## src/rtl/proc_defs_pkg.sv

```systemverilog
// Shared pipeline definitions: word/address widths, fetch FSM encodings and
// the IF/ID entry layout used by fetch and decode.
package proc_defs;

  localparam int DATA_W       = 16;
  localparam int ADDR_W       = 20;
  localparam int IMM_FLAG_BIT = 0;

  localparam logic [ADDR_W-1:0] RESET_VEC_HI_ADDR = '0;
  localparam logic [ADDR_W-1:0] RESET_VEC_LO_ADDR = ADDR_W'(1);

  typedef enum logic [1:0] {
    VEC_HI    = 2'd0,
    VEC_LO    = 2'd1,
    FETCH     = 2'd2,
    FETCH_IMM = 2'd3
  } fetch_state_e;

  typedef struct packed {
    logic              valid;
    logic [DATA_W-1:0] instr;
    logic [DATA_W-1:0] imm;
    logic              has_imm;
    logic [ADDR_W-1:0] pc;
    logic [ADDR_W-1:0] next_pc;
  } if_id_t;

endpackage

```

## src/rtl/if_id_reg.sv

```systemverilog
// IF/ID pipeline register: load replaces the whole entry, clear only kills
// valid so the payload stays readable for debug.
module if_id_reg
  import proc_defs::*;
(
  input  logic   clk,
  input  logic   rst,
  input  logic   i_ld,
  input  logic   i_clr,
  input  if_id_t i_d,
  output if_id_t o_q
);

  if_id_t r_q;

  always_ff @(posedge clk or posedge rst) begin
    if (rst)        r_q       <= '0;
    else if (i_clr) r_q.valid <= 1'b0;
    else if (i_ld)  r_q       <= i_d;
  end

  assign o_q = r_q;

endmodule

```

## src/rtl/fetch_stage.sv

```systemverilog
// Instruction fetch: loads the reset vector from words 0/1, then fetches
// sequentially, folding two-word instructions into a single IF/ID entry.
module fetch_stage
  import proc_defs::*;
(
  input  logic              clk,
  input  logic              rst,
  output logic [ADDR_W-1:0] imem_addr,
  input  logic [DATA_W-1:0] imem_data,
  input  logic              stall,
  input  logic              redirect_valid,
  input  logic [ADDR_W-1:0] redirect_pc,
  output logic              if_valid,
  output logic [DATA_W-1:0] if_instr,
  output logic [DATA_W-1:0] if_imm,
  output logic              if_has_imm,
  output logic [ADDR_W-1:0] if_pc,
  output logic [ADDR_W-1:0] if_next_pc
);

  fetch_state_e      r_state;
  logic [ADDR_W-1:0] r_pc;
  logic [ADDR_W-1:0] r_hold_pc;
  logic [DATA_W-1:0] r_hold_instr;

  logic [ADDR_W-1:0] w_pc_inc;
  logic              w_imm_flag;
  logic              w_ld;
  logic              w_clr;
  if_id_t            w_d;
  if_id_t            w_q;

  // Wraps modulo 2^ADDR_W, so an immediate after 0xFFFFF comes from 0.
  assign w_pc_inc   = r_pc + ADDR_W'(1);
  assign w_imm_flag = imem_data[IMM_FLAG_BIT];

  always_comb begin
    case (r_state)
      VEC_HI:  imem_addr = RESET_VEC_HI_ADDR;
      VEC_LO:  imem_addr = RESET_VEC_LO_ADDR;
      default: imem_addr = r_pc;
    endcase
  end

  always_comb begin
    w_ld  = 1'b0;
    w_clr = 1'b0;
    w_d   = '0;
    case (r_state)
      FETCH: begin
        if (redirect_valid) begin
          w_clr = 1'b1;
        end else if (!stall) begin
          if (w_imm_flag) begin
            w_clr = 1'b1;
          end else begin
            w_ld      = 1'b1;
            w_d.valid = 1'b1;
            w_d.instr = imem_data;
            w_d.pc    = r_pc;
            w_d.next_pc = w_pc_inc;
          end
        end
      end
      FETCH_IMM: begin
        if (redirect_valid) begin
          w_clr = 1'b1;
        end else if (!stall) begin
          w_ld        = 1'b1;
          w_d.valid   = 1'b1;
          w_d.instr   = r_hold_instr;
          w_d.imm     = imem_data;
          w_d.has_imm = 1'b1;
          w_d.pc      = r_hold_pc;
          w_d.next_pc = w_pc_inc;
        end
      end
      default: ;
    endcase
  end

  always_ff @(posedge clk or posedge rst) begin
    if (rst) begin
      r_state      <= VEC_HI;
      r_pc         <= '0;
      r_hold_pc    <= '0;
      r_hold_instr <= '0;
    end else begin
      case (r_state)
        VEC_HI: begin
          r_pc[ADDR_W-1:16] <= imem_data[ADDR_W-17:0];
          r_state           <= VEC_LO;
        end
        VEC_LO: begin
          r_pc[15:0] <= imem_data;
          r_state    <= FETCH;
        end
        FETCH: begin
          if (redirect_valid) begin
            r_pc <= redirect_pc;
          end else if (!stall) begin
            r_pc <= w_pc_inc;
            if (w_imm_flag) begin
              r_hold_instr <= imem_data;
              r_hold_pc    <= r_pc;
              r_state      <= FETCH_IMM;
            end
          end
        end
        FETCH_IMM: begin
          if (redirect_valid) begin
            r_pc    <= redirect_pc;
            r_state <= FETCH;
          end else if (!stall) begin
            r_pc    <= w_pc_inc;
            r_state <= FETCH;
          end
        end
        default: r_state <= VEC_HI;
      endcase
    end
  end

  if_id_reg u_if_id (
    .clk   (clk),
    .rst   (rst),
    .i_ld  (w_ld),
    .i_clr (w_clr),
    .i_d   (w_d),
    .o_q   (w_q)
  );

  assign if_valid   = w_q.valid;
  assign if_instr   = w_q.instr;
  assign if_imm     = w_q.imm;
  assign if_has_imm = w_q.has_imm;
  assign if_pc      = w_q.pc;
  assign if_next_pc = w_q.next_pc;

endmodule

```

## config.mk

```make
export PLATFORM = sky130hd
export DESIGN_NAME = fetch_stage
export DESIGN_NICKNAME = d
export VERILOG_FILES = /design/src/rtl/proc_defs_pkg.sv /design/src/rtl/if_id_reg.sv /design/src/rtl/fetch_stage.sv
export SDC_FILE = /design/constraint.sdc
export NUM_CORES = 1
export LEC_CHECK = 0
export ABC_CLOCK_PERIOD_IN_PS = 7900
export CORE_UTILIZATION = 55
export CTS_CLUSTER_DIAMETER = 100
export DETAILED_ROUTE_END_ITERATION = 10
export PLACE_DENSITY = 0.89
export SETUP_SLACK_MARGIN = 0.02
export SYNTH_ARGS = -nofsm -noshare
export SYNTH_HDL_FRONTEND = slang
export SYNTH_SLANG_ARGS = --single-unit
```

## constraint.sdc

```tcl
create_clock -name clk -period 7.9 [get_ports clk]
set_clock_uncertainty 0.15 [all_clocks]
set_input_delay 1.185 -clock clk [delete_from_list [all_inputs] [get_ports clk]]
set_output_delay 1.185 -clock clk [all_outputs]
set_load 0.01 [all_outputs]
```

==> summary.txt <==
Yosys
  • FFs w/ async S/R, synth: 100%
  • Seq cells post-synth: 132
  • Sequential area share after synthesis: 53.9%
  • Syn Nets: 632
  • Yosys top cell area share: 53.9%
  • Yosys top cell by area: dfrtp_1
  • Synth top area cells: dfrtp_1 54%, nand2_1 6.2%, mux2_2 5.9%
  • Synthesized area per cell: 10.4 um2
  • EDFF count, synth: 0
  • Syn Inst Count: 591
  • Yosys warning total: 0
  • Cell variety after synth: 56
  • Cell Area, Synth: 0.00613 mm2
  • Top_reg_cell synth: dfrtp_1

Final layout
  • Fin nets: 739
  • Ratio of cells with drive above 1 in the final layout: 11.0%
  • Filler cells: 761
  • Area grow syn2layout: 29.5%
  • Most frequent cells in the layout: 133 x clkdlybuf4s50_1, 132 x dfrtp_1, 102 x nand2_1, 36 x a22oi_1, 34 x o21ai_0
  • Multi-input logic area: 0.00255 mm2
  • Fin area: 0.00794 mm2
  • Final non-filler cell total: 850
  • Register area: 0.00330 mm2
  • Most common cell after layout, fill and taps aside: clkdlybuf4s50_1
  • Ant diodes: 0

Die
  • Starting Density: 56.6%
  • Vert. Die Dim: 108 um
  • Chip width: 108 um
  • Die area: 0.0116 mm2
  • Core area: 0.0108 mm2
  • Top Ports: 134
  • Row count: 38

GRT
  • Initial antenna violation count: 0
  • GRT overflow: 0
  • Largest net degree at the start of global routing: 76
  • First-pass GRT wire length: 26700 um
  • Gr usage total: 30.9%
  • Vias in the first global route: 5161

Outcome
  • Outcome: completed

CTS
  • Worst skew pair latency: 0.54 ns
  • CTS tree: done
  • Setup Fix Bufs, Post-CTS: 0
  • H-tree levels: 4
  • Root buf cell: clkbuf_8
  • TritonCTS buffer count: 17
  • Hold-fix buffers, CTS: 0
  • Clk sink count: 132
  • Post_cts resized: 0
  • Maximum clock insertion buffer count: 2
  • Worst-path clk slew: 0.06 ns

Placed design
  • Final GP Congestion: 0.874
  • Port Buf Inserts: 133
  • Hpwl dp: 11200 um
  • Placed cell area: 0.00744 mm2
  • Dpl ws: 3.38 ns
  • Inst Count DP: 819

Power and ir drop
  • P_leak: 0.00345 uW
  • Total power: 2680 uW
  • Worst vdd ir: 0.186 mV
  • Cell Pwr Density: 338 mW/mm2

Setup path
  • Worst path slowest cell: dfrtp_1
  • CP max FO: 32
  • Setup CP Type: flip-flop to output pin
  • R2R Setup Slk: 4.26 ns
  • Crit end category: output pin
  • FF-to-FF Start: r_state[1]$_DFFE_PP0P_
  • CP peak stage delay: 0.98 ns
  • Startpoint Class: flip-flop
  • Worst path cell trace: inv_1 -> nor2_1 -> clkdlybuf4s50_1
  • Cell count of the worst reg-to-reg path: 4
  • Worst Path Required: 6.57 ns
  • FF-to-FF End: r_hold_pc[6]$_DFFE_PP0P_
  • CP arrival: 3.06 ns

Flow run
  • Max-cap check violation count: 0

Detailed routing
  • Routed Antenna Nets: 0
  • Drt total wl: 17200 um
  • DRC: 0
  • WL per Instance: 20.2 um
  • Iter 0 DRT Violations: 614
  • Pre-Repair DR Iteration Count: 6
  • Vias: 5298
  • Via/cell ratio: 6.23

STA
  • Slew margin rel.: 14.3%
  • Setup tns final: 0 ns
  • Final Cycle Share: 55.6%
  • Worst-Margin Slew: 1.27 ns
  • Unrepaired setup endpoints after global routing: no
  • Slew Limit Fails: 0
  • Final Worst Setup Slack: 3.51 ns
  • # setup viols final: 0
  • Fmax: 0.228 GHz
  • Minimum clock period: 4.39 ns
  • Final hold viol count: 0

Min path
  • Worst Hold Depth: 2
  • Min-Delay Path Class: flip-flop to flip-flop
  • Hold Path Origin: u_if_id.o_q[72]$_DFFE_PP0P_
  • Hold endpoint: u_if_id.o_q[72]$_DFFE_PP0P_
==> registers in the layout, summed over array words and instances, names as in the netlist <==
register,flops
r_state,2
r_hold_pc,20
u_if_id.o_q,74
r_hold_instr,16
r_pc,20
==> stage by stage <==
stage,hold WS (ns),utilization (%)
5_1_grt,0.346,73.2
4_1_cts,0.325,73.2
2_1_floorplan,0.285,-
3_5_place_dp,0.312,68.7
6_report,0.325,73.2
3_3_place_gp,0.311,68.7
==> kinds of logic after synthesis <==
| kind of cell | Yosys count | synth area share [%] |
|---|---|---|
| XOR/XNOR | 13 | 1.86 |
| AND/OR/NAND/NOR | 203 | 15.9 |
| flip-flops | 132 | 53.9 |
| adder cells (fa/ha/maj) | 1 | 0.204 |
| multiplexers | 38 | 6.86 |
| AO/OA/AOI/OAI | 144 | 16.6 |
| buffers and inverters | 60 | 4.73 |
==> critical path, delay by kind of cell (launching register included) <==
family	cells	cell delay (ns)
buffers and inverters	2	1.23
and+or+nand+nor	1	0.30
DFF	1	0.98
==> power breakdown <==
part           total [uW]  leakage, uW  switching, uW  internal [uW]
combinational         872      0.00158            377            495
sequential           1130      0.00162            191            941
clock                 678     0.000249            281            397
==> layer usage <==
layer | global-route usage, % | routed length [um]
met4 | 14.0 | 545
met3 | 8.60 | 1660
met1 | 39.7 | 6780
met2 | 48.8 | 8180
met5 | 0 | 0
==> area by class of cell <==
cell class | count | share of cell area [%]
tap | 140 | 2.21
multi-input combinational | 399 | 32.2
sequential | 132 | 41.6
timing repair buffer | 139 | 17.3
clock buffer | 25 | 5.85
inverter | 9 | 0.457
clock inverter | 6 | 0.378
==> synth_stat cells, types with 8 or more instances <==
cell type  number
o2bb2ai_1       9
nand3_1        11
o21ai_0        34
a21oi_1        13
clkbuf_1       38
a22oi_1        36
dfrtp_1       132
inv_1           9
nand2_1       102
nor4_1          8
nor2_1         27
xnor2_1        11
mux2_2         32
and2_1         18
a22o_1         22
==> how the worst max path moves through the flow <==
stage / start / endpoint / slack (ns) / cells after the start
after floorplan: rst / r_hold_instr[0]$_DFFE_PP0P_ / 3.04 / 1
after global placement: redirect_valid / r_hold_instr[15]$_DFFE_PP0P_ / 3.47 / 5
after detailed placement: redirect_valid / r_hold_pc[6]$_DFFE_PP0P_ / 3.38 / 5
after CTS: r_state[1]$_DFFE_PP0P_ / imem_addr[10] / 3.61 / 3
after global routing: r_state[1]$_DFFE_PP0P_ / imem_addr[14] / 3.44 / 3
final: r_state[1]$_DFFE_PP0P_ / imem_addr[14] / 3.51 / 3
Power figures use the tool's default switching activity.
